File: src/rtl/uart_cmd_ctrl_if.sv
// Command/read-return bus between the UART command controller and the
// memory/TFT side.
//   master : controller side (drives cmd_valid/cmd_write/cmd_addr/cmd_wdata)
//   slave  : downstream side (drives cmd_ready and the rd_data/rd_valid return)
interface uart_cmd_ctrl_if;
  logic        cmd_valid;
  logic        cmd_ready;
  logic        cmd_write;
  logic [15:0] cmd_addr;
  logic [15:0] cmd_wdata;
  logic [15:0] rd_data;
  logic        rd_valid;

  modport master (
    output cmd_valid, cmd_write, cmd_addr, cmd_wdata,
    input  cmd_ready, rd_data, rd_valid
  );

  modport slave (
    input  cmd_valid, cmd_write, cmd_addr, cmd_wdata,
    output cmd_ready, rd_data, rd_valid
  );
endinterface

File: src/rtl/uart_cmd_ctrl.sv
// UART command controller: parses byte frames from a UART receiver
//   55 CMD ADDR_H ADDR_L [DATA_H DATA_L] [CKS]   (CMD 57 = write, 52 = read)
// into memory/TFT commands, and returns read data as two transmitted bytes
// (high byte first).
//
// Optional feature: define UART_CMD_CKSUM_EN to require a trailing CKS byte,
// the XOR of CMD through the last address/data byte. Without it, the command
// is issued directly after the last address/data byte.
//
// Ports:
//   sys_clk, sys_nrst  clock and synchronous active-low reset
//   rx_data, rx_valid  received byte and its one-cycle strobe
//   cmd                command bus (master modport): request/ready handshake
//                      plus read-return data
//   tx_data, tx_start  byte and one-cycle strobe to the UART transmitter
//   tx_busy            transmitter busy
//   frame_err          one-cycle pulse on bad CMD, bad CKS or inter-byte timeout
//
// Parameter TIMEOUT: inter-byte timeout in sys_clk cycles (16-bit counter).
module uart_cmd_ctrl #(
  parameter int unsigned TIMEOUT = 50000
) (
  input  logic            sys_clk,
  input  logic            sys_nrst,
  input  logic [7:0]      rx_data,
  input  logic            rx_valid,
  uart_cmd_ctrl_if.master cmd,
  output logic [7:0]      tx_data,
  output logic            tx_start,
  input  logic            tx_busy,
  output logic            frame_err
);

  localparam logic [7:0]  SOF_CODE = 8'h55;
  localparam logic [7:0]  WR_CODE  = 8'h57;
  localparam logic [7:0]  RD_CODE  = 8'h52;
  localparam logic [15:0] TO_LAST  = 16'(TIMEOUT - 1);

  typedef enum logic [3:0] {
    IDLE, CMD, AH, AL, DH, DL, ISSUE, WAIT_RD, TXH, TXL
`ifdef UART_CMD_CKSUM_EN
    , CKS
`endif
  } state_t;

  // State entered after the last address/data byte.
`ifdef UART_CMD_CKSUM_EN
  localparam state_t END_ST = CKS;
`else
  localparam state_t END_ST = ISSUE;
`endif

  state_t      state, state_d;
  logic        cmd_valid_q, cmd_write_q;
  logic [15:0] addr_q, wdata_q, rd_q, to_cnt;
  logic [1:0]  tx_step, tx_step_d;
  logic        start_d, err_d, in_parse, timeout_hit;

`ifdef UART_CMD_CKSUM_EN
  logic [7:0]  cks;
  assign in_parse = state inside {CMD, AH, AL, DH, DL, CKS};
`else
  assign in_parse = state inside {CMD, AH, AL, DH, DL};
`endif

  assign timeout_hit = in_parse && !rx_valid && (to_cnt == TO_LAST);

  assign cmd.cmd_valid = cmd_valid_q;
  assign cmd.cmd_write = cmd_write_q;
  assign cmd.cmd_addr  = addr_q;
  assign cmd.cmd_wdata = wdata_q;

  always_ff @(posedge sys_clk) begin
    if (!sys_nrst) state <= IDLE;
    else           state <= state_d;
  end

  // tx_step in TXH/TXL: 0 = wait for !tx_busy, 1 = strobe cycle,
  // 2 = settle cycle where tx_busy is not trusted yet.
  always_comb begin
    state_d   = state;
    err_d     = 1'b0;
    start_d   = 1'b0;
    tx_step_d = tx_step;
    case (state)
      IDLE: if (rx_valid && rx_data == SOF_CODE) state_d = CMD;
      CMD: begin
        if (rx_valid) begin
          if (rx_data == WR_CODE || rx_data == RD_CODE) begin
            state_d = AH;
          end else begin
            err_d   = 1'b1;
            state_d = IDLE;
          end
        end
      end
      AH: if (rx_valid) state_d = AL;
      AL: if (rx_valid) state_d = cmd_write_q ? DH : END_ST;
      DH: if (rx_valid) state_d = DL;
      DL: if (rx_valid) state_d = END_ST;
`ifdef UART_CMD_CKSUM_EN
      CKS: begin
        if (rx_valid) begin
          if (rx_data == cks) begin
            state_d = ISSUE;
          end else begin
            err_d   = 1'b1;
            state_d = IDLE;
          end
        end
      end
`endif
      ISSUE:   if (cmd.cmd_ready) state_d = cmd_write_q ? IDLE : WAIT_RD;
      WAIT_RD: if (cmd.rd_valid) state_d = TXH;
      TXH, TXL: begin
        case (tx_step)
          2'd0: begin
            if (!tx_busy) begin
              start_d   = 1'b1;
              tx_step_d = 2'd1;
            end
          end
          2'd1: tx_step_d = 2'd2;
          default: begin
            tx_step_d = 2'd0;
            state_d   = (state == TXH) ? TXL : IDLE;
          end
        endcase
      end
      default: state_d = IDLE;
    endcase
    if (timeout_hit) begin
      err_d   = 1'b1;
      state_d = IDLE;
    end
  end

  always_ff @(posedge sys_clk) begin
    if (!sys_nrst) begin
      cmd_valid_q <= 1'b0;
      cmd_write_q <= 1'b0;
      addr_q      <= '0;
      wdata_q     <= '0;
      tx_data     <= '0;
      tx_start    <= 1'b0;
      frame_err   <= 1'b0;
      to_cnt      <= '0;
      tx_step     <= 2'd0;
    end else begin
      // cmd_valid is high exactly while the FSM sits in ISSUE.
      cmd_valid_q <= (state_d == ISSUE);
      tx_start    <= start_d;
      frame_err   <= err_d;
      tx_step     <= tx_step_d;
      if (!in_parse || rx_valid || timeout_hit) to_cnt <= '0;
      else                                      to_cnt <= to_cnt + 16'd1;
      if (start_d) tx_data <= (state == TXH) ? rd_q[15:8] : rd_q[7:0];
      if (rx_valid) begin
        case (state)
          CMD: begin
            cmd_write_q <= (rx_data == WR_CODE);
            wdata_q     <= '0;
          end
          AH:      addr_q[15:8]  <= rx_data;
          AL:      addr_q[7:0]   <= rx_data;
          DH:      wdata_q[15:8] <= rx_data;
          DL:      wdata_q[7:0]  <= rx_data;
          default: ;
        endcase
      end
    end
  end

  always_ff @(posedge sys_clk) begin
    if (state == WAIT_RD && cmd.rd_valid) rd_q <= cmd.rd_data;
  end

`ifdef UART_CMD_CKSUM_EN
  always_ff @(posedge sys_clk) begin
    if (!sys_nrst) begin
      cks <= '0;
    end else if (rx_valid) begin
      if (state == CMD)                        cks <= rx_data;
      else if (state inside {AH, AL, DH, DL})  cks <= cks ^ rx_data;
    end
  end
`endif

endmodule

File: src/flat_wrapper.sv
// flat-port wrapper written by rule: the top's interface ports become plain ports
module uart_cmd_ctrl_flat 
#(
  parameter int unsigned TIMEOUT = 50000
)
  (sys_clk, sys_nrst, rx_data, rx_valid, tx_data, tx_start, tx_busy, frame_err, cmd_cmd_valid, cmd_cmd_write, cmd_cmd_addr, cmd_cmd_wdata, cmd_cmd_ready, cmd_rd_data, cmd_rd_valid);
  uart_cmd_ctrl_if cmd_i ();
  input  logic sys_clk;
  input  logic sys_nrst;
  input  logic [7:0] rx_data;
  input  logic rx_valid;
  output logic [7:0] tx_data;
  output logic tx_start;
  input  logic tx_busy;
  output logic frame_err;
  output wire logic [$bits(cmd_i.cmd_valid)-1:0] cmd_cmd_valid;
  output wire logic [$bits(cmd_i.cmd_write)-1:0] cmd_cmd_write;
  output wire logic [$bits(cmd_i.cmd_addr)-1:0] cmd_cmd_addr;
  output wire logic [$bits(cmd_i.cmd_wdata)-1:0] cmd_cmd_wdata;
  input wire logic [$bits(cmd_i.cmd_ready)-1:0] cmd_cmd_ready;
  input wire logic [$bits(cmd_i.rd_data)-1:0] cmd_rd_data;
  input wire logic [$bits(cmd_i.rd_valid)-1:0] cmd_rd_valid;
  assign cmd_cmd_valid = cmd_i.cmd_valid;
  assign cmd_cmd_write = cmd_i.cmd_write;
  assign cmd_cmd_addr = cmd_i.cmd_addr;
  assign cmd_cmd_wdata = cmd_i.cmd_wdata;
  assign cmd_i.cmd_ready = cmd_cmd_ready;
  assign cmd_i.rd_data = cmd_rd_data;
  assign cmd_i.rd_valid = cmd_rd_valid;
  uart_cmd_ctrl #(.TIMEOUT(TIMEOUT)) u_core (.sys_clk(sys_clk), .sys_nrst(sys_nrst), .rx_data(rx_data), .rx_valid(rx_valid), .cmd(cmd_i), .tx_data(tx_data), .tx_start(tx_start), .tx_busy(tx_busy), .frame_err(frame_err));
endmodule
File: config.mk
export PLATFORM = sky130hd
export DESIGN_NAME = uart_cmd_ctrl_flat
export DESIGN_NICKNAME = d
export VERILOG_FILES = /design/src/rtl/uart_cmd_ctrl_if.sv /design/src/rtl/uart_cmd_ctrl.sv /design/src/flat_wrapper.sv
export SDC_FILE = /design/constraint.sdc
export NUM_CORES = 1
export LEC_CHECK = 0
export ABC_CLOCK_PERIOD_IN_PS = 2600
export CORE_ASPECT_RATIO = 1.75
export CORE_MARGIN = 2
export CORE_UTILIZATION = 44
export CTS_CLUSTER_SIZE = 20
export DETAILED_ROUTE_END_ITERATION = 8
export PLACE_DENSITY = 0.74
export SYNTH_ARGS = -nofsm -noshare
export SYNTH_HDL_FRONTEND = slang
export SYNTH_SLANG_ARGS = --single-unit
export TNS_END_PERCENT = 10
File: constraint.sdc
create_clock -name sys_clk -period 2.6 [get_ports sys_clk]
set_input_delay 0.52 -clock sys_clk [delete_from_list [all_inputs] [get_ports sys_clk]]
set_output_delay 0.52 -clock sys_clk [all_outputs]
set_load 0.01 [all_outputs]
# Yosys cells after proc, flatten, opt, wreduce, memory -nomap -nowiden
# Cells that the tools add are included.
[classes]
n_addsub = 1
n_bitwise = 1
muxes = 27
n_eq_ne = 16
reduce_logical = 23
[op_table]
columns = ["cell", "count"]
rows = [
  ["2-to-1 mux 4 bit", 11],
  ["case mux 4 bit (9 select lines)", 1],
  ["case mux 8 bit (2 select lines)", 2],
  ["== test 8 x 7 -> 1 bit, second input constant", 3],
  ["== test 4 x 3 -> 1 bit, second input constant", 5],
  ["adder 16 x 1 -> 16 bit, second input constant", 1],
  ["== test 16 bit, second input constant", 1],
  ["AND reduction 2 bit", 6],
  ["== test 4 x 2 -> 1 bit, second input constant", 2],
  ["== test 4 bit, second input constant", 2],
  ["2-to-1 mux 8 bit", 1],
  ["2-to-1 mux 1 bit", 7],
  ["2-to-1 mux 2 bit", 3],
  ["OR reduction 2 bit", 3],
  ["nonzero test 5 bit", 1],
  ["== test 4 x 1 -> 1 bit, second input constant", 1],
  ["logical AND 1 bit", 4],
  ["logical NOT 4 bit", 1],
  ["case mux 2 bit (2 select lines)", 1],
  ["nonzero test 2 bit", 2],
  ["logical OR 1 bit", 3],
  ["2-to-1 mux 3 bit", 1],
  ["== test 2 x 1 -> 1 bit, second input constant", 1],
  ["logical NOT 1 bit", 2],
  ["3 further kinds", 3],
]
[word_totals]
inputBits = 30
reg_bits = 82
wordCells = 81
output_inout_bits = 44

# Longest topological paths before layout
# Gate-level depths: netlist of run 1.
[depth]
ltp_word = 7
depth_mapped = 7
depth_no_buf = 5

# Least setup slack after synthesis of run 1
# OpenSTA, ideal clock, no wires.
[synth_timing]
path_kind = "register to register"
start = "register u_core.state[1]"
end = "register u_core.rd_q[0] (enable)"
t_arrival_ps = 1606
synth_period_minus_slack_ps = 1998
path_buffers = 1
setup_time_ps = 392
t_required_ps = 2208
path_slack_ps = 602
path_stages_with_launch = 4
path_cell_list = "dfxtp_1 > clkbuf_1 > and3_1 > nor2b_1"
[synth_via]
elab_chain_len = 2
[synth_rtl]
columns = ["item", "line_no", "source"]
rows = [
  ["from (decl)", "uart_cmd_ctrl.sv:53", "state_t state, state_d;"],
  ["from (signal assigned)", "uart_cmd_ctrl.sv:75", "else state <= state_d;"],
  ["== test 4 x 3 -> 1 bit", "uart_cmd_ctrl.sv:175", "if (state == WAIT_RD && cmd.rd_valid) rd_q <= cmd.rd_data;"],
  ["logical AND 1 bit", "uart_cmd_ctrl.sv:175", ""],
  ["to (signal assigned)", "uart_cmd_ctrl.sv:175", ""],
  ["to (decl)", "uart_cmd_ctrl.sv:55", "logic [15:0] addr_q, wdata_q, rd_q, to_cnt;"],
]
# No other way between the ends.
# A chain may end at the register's enable or synchronous reset.

# Worst setup path in the final report of run 1
[layout_timing]
start = "input rx_valid"
end = "register u_core.to_cnt[14]"
[layout_via]
elab_chain_len = 5
elab_cells_between_ends = 6
classes_between = "6 x reduce/logical"
[layout_rtl]
columns = ["item", "line_no", "source"]
rows = [
  ["from (decl)", "flat_wrapper.sv:11", "input logic rx_valid;"],
  ["logical NOT 1 bit", "uart_cmd_ctrl.sv:66", "assign timeout_hit = in_parse && !rx_valid && (to_cnt == TO_LAST);"],
  ["logical AND 1 bit (2 in series)", "uart_cmd_ctrl.sv:66", ""],
  ["logical OR 1 bit (*)", "uart_cmd_ctrl.sv:155", "if (!in_parse || rx_valid || timeout_hit) to_cnt <= '0;"],
  ["OR reduction 2 bit (no line) (*)", "n/a", ""],
  ["to (signal assigned)", "uart_cmd_ctrl.sv:156", "else to_cnt <= to_cnt + 16'd1;"],
  ["to (decl)", "uart_cmd_ctrl.sv:55", ""],
]
# Mark *: on every way between the ends. The rest lies on a longest branch, timed or not.

==> results.cfg, run 1 <==
[clock_tree]
cts_hold_buf = 0
cts.htree.levels = 3
insertion_delay_ns = 0.34
cts_setup_buffers = 0
cts_resized = 0
cts_buffers = 9
clock_path_buffers = 2
cts_num_sinks = 82
clockRootBuffer = clkbuf_16
cts_tree = yes
clk_pin_slew_ns = 0.06

[logic_synthesis]
synth.cell_area_sq_um = 3370
synthFlopType = dfxtp_1
yosys_warnings = 0
synth-async-reset-ratio_pct = 0
seq_area_frac_synth_pct = 53.4
ys_ff_latch = 82
syn_inst = 338
syn_nets = 369
synth_area_per_cell_sq_um = 9.98
synth-edff-count = 16
ys_types = 52

[job]
max-cap-violations = 0

[sta]
slew_headroom_pct = 61.5
hold_viol = 0
max_freq_mhz = 482
finalSetupViolations = 0
finClkSkew_ns = 0.00514
min_period_ns = 2.08
slew_violations = 0
final.period_utilization_pct = 79.9
worst_pin_slew_ns = 0.573
post-route-worst-setup-slack_ns = 0.523
rsz0062_at_grt = no
tns_ns = 0

[die]
fp.dieW_um = 70.2
die_area_sq_um = 8410
ios = 74
start_util_pct = 44.9
die_h_um = 120
rows = 42
core_area_sq_um = 7510

[final_layout]
fin_area_sq_um = 4560
final.fill_count = 644
final_nets = 452
fin_util_pct = 60.7
n_antenna_cell = 0
syn_to_final_growth_pct = 35.2
drive_gt1_share_pct = 8.69
ff_latch_area_sq_um = 1800
multi_input_area_sq_um = 1450

[routing]
drc = 0
drt_iter0_markers = 207
wl_per_cell_um = 16.3
drt_wl_total_um = 8400
first_pass_iters = 4
vias = 2841
vias_per_cell = 5.53
ant_nets = 0

[run_status]
status = finished clean

[pwr]
p_leak_nw = 1.57
vdd_ir_drop_max_v = 0.000563
powerDensity_nw_per_um2 = 597

[setup_path]
worstPathRequired_ns = 2.87
crit_path_start_kind = primary input
end_kind = flip-flop
path_class = primary input to flip-flop
path_max_fanout = 16
crit_arrival_ns = 2.34

[placed_design]
port_buffers = 73
place_ws_ns = 0.207
dpl.hpwl_um = 6010
placed_cell_area_sq_um = 4250
place.gp.congestion = 0.961

[global_routing]
grt_overflow_total = 0
grt_pass1_vias = 2786
grt_pass1_wl_um = 13600
grt_max_degree = 44
antenna_found_initial = 0
gr-usage-all-layers_pct = 21.1

[min_path]
hold_class = flip-flop to flip-flop
[flip-flops by register name (all words and copies together) (netlist names)]
| signal | cells |
|---|---|
| u_core.tx_step | 2 |
| u_core.frame_err | 1 |
| u_core.cmd.cmd_valid | 1 |
| u_core.cmd.cmd_addr | 16 |
| u_core.tx_start | 1 |
| u_core.tx_data | 8 |
| u_core.cmd.cmd_wdata | 16 |
| u_core.state | 4 |
| u_core.cmd.cmd_write | 1 |
| u_core.to_cnt | 16 |
| u_core.rd_q | 16 |
[where the power goes]
part           switching (W)  total (W)  internal [W]
combinational      0.0000397  0.0000931     0.0000534
sequential       0.000000304    0.00130       0.00129
clock               0.000499    0.00133      0.000834
[final cells by class]
cell class	instances	share of cell area, %
clock buffers	10	5.02
clock inverters	6	1.78
inverters	8	0.658
multi-input cells	230	31.8
flip-flops and latches	82	39.5
well taps	88	2.41
repair buffers	90	18.8
[cells in the mapped netlist, types with 3 or more instances]
library cell	n	area (sq um)
nor4bb_1	6	60.1
dfxtp_1	66	1320
nor3b_1	5	37.5
o21ai_0	5	25.0
and2_1	3	18.8
nor2b_1	9	56.3
nor2_1	55	206
xnor2_1	11	96.3
nand2_1	12	45.0
clkbuf_1	9	33.8
o31ai_1	4	30.0
inv_1	7	26.3
nor3_1	5	25.0
edfxtp_1	16	480
buf_2	6	30.0
nand4_1	7	43.8
a21oi_1	16	80.1
nand3_1	17	85.1
and3_1	4	25.0
a211oi_1	8	60.1
a22oi_1	15	113
mux2i_1	16	160
[logic make-up (layout without fill, tap and decap cells)]
kind of cell | after synthesis | after routing | synth area share (%)
simple gates | 142 | 142 | 22.8
buf+inv | 26 | 114 | 3.60
fa+ha+maj | 1 | 1 | 0.371
compound gates | 58 | 58 | 11.6
flops | 82 | 82 | 53.4
mux | 16 | 16 | 4.75
xor+xnor | 13 | 13 | 3.38
[critical path: stages]
cell and delay, ns:
clkdlybuf4s50_1 0.56, nor2_1 0.23, o211ai_1 0.18, or3b_1 0.63, a21oi_1 0.22
[per-layer routing]
layer	track usage [%]	part of all wire, %	wire [um]	up-vias
met2	37.3	55	4640	87
met4	12.9	3.4	284	0
met1	21.9	37	3090	1348
met5	0	0	0	-
li1	-	-	-	1382
met3	5.37	4.6	385	24
[path summary, 6_finish.rpt]
kind                                                         endpoint  cells after the start                                   from  slack, ns
worst max register to register           u_core.to_cnt[14]$_SDFF_PP0_                      4             u_core.state[0]$_SDFF_PN0_       0.71
worst min register to register  u_core.cmd.cmd_wdata[15]$_SDFFE_PN0P_                      2  u_core.cmd.cmd_wdata[15]$_SDFFE_PN0P_       0.45
worst min-delay path            u_core.cmd.cmd_wdata[15]$_SDFFE_PN0P_                      2  u_core.cmd.cmd_wdata[15]$_SDFFE_PN0P_       0.45
worst max-delay path                     u_core.to_cnt[14]$_SDFF_PP0_                      5                               rx_valid       0.52
[metrics by stage]
stage / hold slack [ns] / cells / total power [W]
detailed placement: 0.444 / 498 / 0.00142
CTS: 0.452 / 514 / 0.00275
floorplan: 0.430 / 338 / 0.00134
global route: 0.481 / 514 / 0.00280
global placement: 0.440 / 498 / 0.00141
finish: 0.452 / 514 / 0.00272
[layout by cell type (no fill, tap or decap), types with 2 or more instances in the layout]
cell	n
xnor2_1	11
o21ai_0	5
and3_1	4
a21oi_1	16
inv_1	7
nor3_1	5
bufinv_16	2
nand3_1	17
buf_4	17
and4_1	2
a22oi_1	15
nor4bb_1	6
dfxtp_1	66
nor2_1	55
nor3b_1	5
o31ai_1	4
clkinv_2	2
a211oi_1	8
xor2_1	2
and4b_1	2
clkbuf_16	9
nor2b_1	9
or3b_1	2
or3_1	2
nand4_1	7
and2_1	3
clkdlybuf4s50_1	73
mux2i_1	16
nand2_1	12
edfxtp_1	16
(Power assumes the default switching activity.)
==> run 2, diff against run 1 <==
Settings changed: ABC_CLOCK_PERIOD_IN_PS 2600 to 1700, PLACE_DENSITY 0.74 to 0.77.
Clock period 2.6 ns to 1.7 ns, I/O delays scaled along.
==> results.cfg, run 2 (synthesis gave the netlist of run 1 again) <==
[placed_design]
port_buffers = 73
place.gp.congestion = 0.953
placed_cell_area_sq_um = 4500
dpl.hpwl_um = 6520
placed_cells = 524

[final_layout]
final_nets = 480
fin_area_sq_um = 4860
final.fill_count = 607
final_cells = 542
drive_gt1_share_pct = 16.7
layout_common_cells = clkdlybuf4s50_1 (72), dfxtp_1 (64), nor2_1 (55)
syn_to_final_growth_pct = 44.1
fin_util_pct = 64.7
n_antenna_cell = 0
layout_commonest_cell = clkdlybuf4s50_1

[setup_path]
worstPathRequired_ns = 1.95
path_class = primary input to flip-flop
end_kind = flip-flop
path_max_fanout = 2
crit_path_start_kind = primary input
crit_arrival_ns = 1.94

[sta]
finClkSkew_ns = 0.00481
slew_headroom_pct = 63.1
final.period_utilization_pct = 99.0
max_freq_mhz = 594
tns_ns = 0
finalSetupViolations = 0
min_period_ns = 1.68
slew_violations = 0
fin_hold_ws_ns = 0.454
worst_pin_slew_ns = 0.551
hold_viol = 0

[clock_tree]
cts_buffers = 9
cts_num_sinks = 82
cts_tree = yes
cts.htree.levels = 3
clk_pin_slew_ns = 0.06
insertion_delay_ns = 0.33
clockRootBuffer = clkbuf_16
cts_hold_buf = 0
clock_path_buffers = 2

[pwr]
power_frac_seq_pct = 48.2
swShare_pct = 19.9
vdd_ir_drop_max_v = 0.000763
pwr-share-clk_pct = 47.7
powerDensity_nw_per_um2 = 845
p_sw_w = 0.000819
p_leak_nw = 1.72
p_int_w = 0.00329
p_comb_share_pct = 4.1

[routing]
first_pass_iters = 4
ant_nets = 0
drt_iter0_markers = 160
drc = 0
wl_per_cell_um = 16.3
drt_wl_total_um = 8830
vias_per_cell = 5.53
vias = 2995

[run_status]
status = finished clean

[die]
die_area_sq_um = 8410
fp.dieW_um = 70.2
start_util_pct = 44.9
die_h_um = 120
rows = 42
core_area_sq_um = 7510
ios = 74

[global_routing]
grt_max_degree = 28
gr-usage-all-layers_pct = 21.9
grt_pass1_vias = 2953
grt_overflow_total = 0
grt_pass1_wl_um = 14200
antenna_found_initial = 0

[job]
max-cap-violations = 0

[min_path]
hold_class = flip-flop to flip-flop
-- run 2: cell count changes in the layout (fill, tap and decap cells not counted), sizes merged --
cell | before | now
clkinvlp | 1 | 0
bufinv | 2 | 1
clkbuf | 10 | 11
inv | 8 | 9
clkdlybuf4s50 | 73 | 72
buf | 17 | 45
dlygate4sd2 | 0 | 1
-- run 2: worst paths after layout --
path / startpoint / to / slack [ns] / cells after the start
min reg2reg: u_core.cmd.cmd_wdata[3]$_SDFFE_PN0P_ / u_core.cmd.cmd_wdata[3]$_SDFFE_PN0P_ / 0.45 / 2
min: u_core.cmd.cmd_wdata[3]$_SDFFE_PN0P_ / u_core.cmd.cmd_wdata[3]$_SDFFE_PN0P_ / 0.45 / 2
max reg2reg: u_core.to_cnt[1]$_SDFF_PP0_ / u_core.to_cnt[14]$_SDFF_PP0_ / 0.10 / 5
max: rx_data[4] / u_core.cmd.cmd_valid$_SDFF_PN0_ / 0.02 / 6
-- run 2: layer usage --
| layer | part of all wire [%] | GRT usage (%) |
|---|---|---|
| met2 | 55 | 40.1 |
| met5 | 0 | 0 |
| met1 | 37 | 23.2 |
| met4 | 3.0 | 9.98 |
| met3 | 4.4 | 5.37 |
-- run 2: stage by stage --
stage	power [W]	worst slack, ns
after floorplan	0.00206	0.00816
after global placement	0.00218	-0.464
after detailed placement	0.00219	-0.604
after CTS	0.00413	-0.0640
after global routing	0.00421	-0.00351
final	0.00411	0.0167
-- run 2: power groups by stage --
stage	Sequential (W)	Combinational, W	Clock [W]
floorplan	0.00202	0.0000330	0
global placement	0.00202	0.000161	0
detailed placement	0.00202	0.000164	0
CTS	0.00198	0.000165	0.00198
global route	0.00198	0.000178	0.00205
finish	0.00198	0.000167	0.00196
-- run 2: area by class of cell --
class / instances / area (sq um) / area share [%]
Clock buffer: 11 / 253 / 5.20
Clock inverter: 5 / 51.3 / 1.06
Inverter: 8 / 30.0 / 0.618
Multi-Input combinational cell: 230 / 1490 / 30.7
Sequential cell: 82 / 1810 / 37.2
Tap cell: 88 / 110 / 2.27
Timing Repair Buffer: 118 / 1120 / 23.0
-- run 2: worst max-delay path, cell delays in order --
cell             delay (ns)
clkdlybuf4s50_1        0.48
nor3b_1                0.20
buf_4                  0.15
and4_1                 0.25
o2111ai_1              0.23
a211oi_2               0.28
-- run 2: timing repair --
action	in CTS	in global routing
pin swaps	0	0
resized for setup	4	9
endpoints found under the hold margin	0	0
buffers inserted	0	2
setup endpoints to repair	22	33
==> run 3, diff against run 2 <==
--- a/config.mk
+++ b/config.mk
@@ -7,10 +7,12 @@
 export LEC_CHECK = 0
 export ABC_CLOCK_PERIOD_IN_PS = 1700
+export CELL_PAD_IN_SITES_DETAIL_PLACEMENT = 1
+export CELL_PAD_IN_SITES_GLOBAL_PLACEMENT = 2
 export CORE_ASPECT_RATIO = 1.75
 export CORE_MARGIN = 2
-export CORE_UTILIZATION = 44
+export CORE_UTILIZATION = 28
 export CTS_CLUSTER_SIZE = 20
 export DETAILED_ROUTE_END_ITERATION = 8
-export PLACE_DENSITY = 0.77
+export PLACE_DENSITY = 0.78
 export SYNTH_ARGS = -nofsm -noshare
 export SYNTH_HDL_FRONTEND = slang
==> constraint.sdc (replaced) <==
create_clock -name sys_clk -period 1.7 [get_ports sys_clk]
set_input_delay 0.255 -clock sys_clk [delete_from_list [all_inputs] [get_ports sys_clk]]
set_output_delay 0.255 -clock sys_clk [all_outputs]
set_load 0.01 [all_outputs]
==> results.cfg, run 3 (synthesis gave the netlist of run 1 again) <==
[pwr]
pwr-share-clk_pct = 47.4
vdd_ir_drop_max_v = 0.000470
p_int_w = 0.00322
power_frac_seq_pct = 48.4
p_comb_share_pct = 4.1
p_sw_w = 0.000868
p_leak_nw = 1.77
swShare_pct = 21.2
powerDensity_nw_per_um2 = 823

[sta]
finalSetupViolations = 0
slew_violations = 0
finClkSkew_ns = 0.00781
slew_headroom_pct = 68.0
worst_pin_slew_ns = 0.475
max_freq_mhz = 623
final.period_utilization_pct = 94.4
post-route-worst-setup-slack_ns = 0.0952
rsz0062_at_grt = yes
min_period_ns = 1.60
tns_ns = 0
hold_viol = 0

[job]
max-cap-violations = 0

[run_status]
status = finished clean

[placed_design]
placed_cell_area_sq_um = 4650
dpl.hpwl_um = 8070
place.gp.congestion = 0.870
place_ws_ns = -0.286
port_buffers = 73

[clock_tree]
clock_path_buffers = 2
cts_hold_buf = 0
clockRootBuffer = clkbuf_16
cts_num_sinks = 82
cts_setup_buffers = 0
cts_tree = yes
cts.htree.levels = 3
cts_buffers = 9
insertion_delay_ns = 0.33
clk_pin_slew_ns = 0.06

[setup_path]
crit_arrival_ns = 1.87
critical-path-max-stage-delay_ns = 0.48
path_buf_inv = 0
worstPathRequired_ns = 1.96
cp_slowest_cell = or4_1
end_kind = flip-flop
path_max_fanout = 5
crit_chain = nand4_2 > or2_0 > or4_1 > a21oi_1
cpLargestDelayFamily = simple AND/OR/NAND/NOR gates
crit_path_start_kind = flip-flop
path_class = flip-flop to flip-flop

[die]
fp.dieW_um = 87.0
die_h_um = 149
start_util_pct = 28.4
ios = 74
die_area_sq_um = 13000
rows = 53
core_area_sq_um = 11900

[global_routing]
grt_pass1_wl_um = 16700
antenna_found_initial = 0
gr-usage-all-layers_pct = 16.8
grt_pass1_vias = 3321
grt_max_degree = 33
grt_overflow_total = 0

[routing]
drt_iter0_markers = 80
wl_per_cell_um = 17.2
drc = 0
ant_nets = 0
vias_per_cell = 4.95
vias = 2985
first_pass_iters = 4
drt_wl_total_um = 10400

[min_path]
hold_class = flip-flop to flip-flop

[final_layout]
layout_commonest_cell = clkdlybuf4s50_1
final_nets = 492
fin_area_sq_um = 4970
n_antenna_cell = 0
drive_gt1_share_pct = 18.2
layout_common_cells = clkdlybuf4s50_1 (73), dfxtp_1 (64), nor2_1 (55)
syn_to_final_growth_pct = 47.3
[run 3: through the flow]
step           total power (W)  util (%)  hold WS [ns]  std cells
2_1_floorplan          0.00206         -         0.354        338
3_3_place_gp           0.00219      39.2         0.443        587
3_5_place_dp           0.00219      39.2         0.451        587
4_1_cts                0.00415      41.7         0.460        603
5_1_grt                0.00425      41.8         0.465        603
6_report               0.00409      41.8         0.459        603
[run 3: timing repair]
| action | CTS | global route |
|---|---|---|
| endpoints found under the setup margin | 3 | 26 |
| pin swaps | 0 | 1 |
| resized for setup | 2 | 5 |
[run 3: worst register-to-register path, delay by kind of cell, from the launching register on]
kind | cells | cell delay (ns)
AOI/OAI and AO/OA | 1 | 0.16
and+or+nand+nor | 3 | 0.96
DFF | 1 | 0.43
[run 3: power groups by stage]
stage | logic, W | registers [W] | clock network (W)
final | 0.000169 | 0.00198 | 0.00194
after global routing | 0.000183 | 0.00198 | 0.00209
after CTS | 0.000171 | 0.00198 | 0.00200
after detailed placement | 0.000170 | 0.00202 | 0
after global placement | 0.000169 | 0.00202 | 0
after floorplan | 0.0000330 | 0.00202 | 0
[run 3: layout make-up]
type                       count  area (sq um)
timing repair buffer         130          1200
inverter                       8          30.0
tap                          137           171
clock inverter                 6          65.1
multi-input combinational    230          1470
sequential                    82          1800
clock buffer                  10           229
fill                        1361          6900
[run 3: metal layers]
metal / GRT usage [%] / wire [um]
met1: 16.9 / 3780
met2: 31.9 / 5940
met4: 8.20 / 418
met3: 2.88 / 261
met5: 0 / 0
[run 3: worst paths after layout]
path / startpoint / endpoint / slack, ns / cells after the start
setup / recovery: u_core.to_cnt[4]$_SDFF_PP0_ / u_core.to_cnt[15]$_SDFF_PP0_ / 0.1 / 4
hold / removal: u_core.cmd.cmd_wdata[3]$_SDFFE_PN0P_ / u_core.cmd.cmd_wdata[3]$_SDFFE_PN0P_ / 0.46 / 2
setup reg to reg: u_core.to_cnt[4]$_SDFF_PP0_ / u_core.to_cnt[15]$_SDFF_PP0_ / 0.1 / 4
hold reg to reg: u_core.cmd.cmd_wdata[3]$_SDFFE_PN0P_ / u_core.cmd.cmd_wdata[3]$_SDFFE_PN0P_ / 0.46 / 2
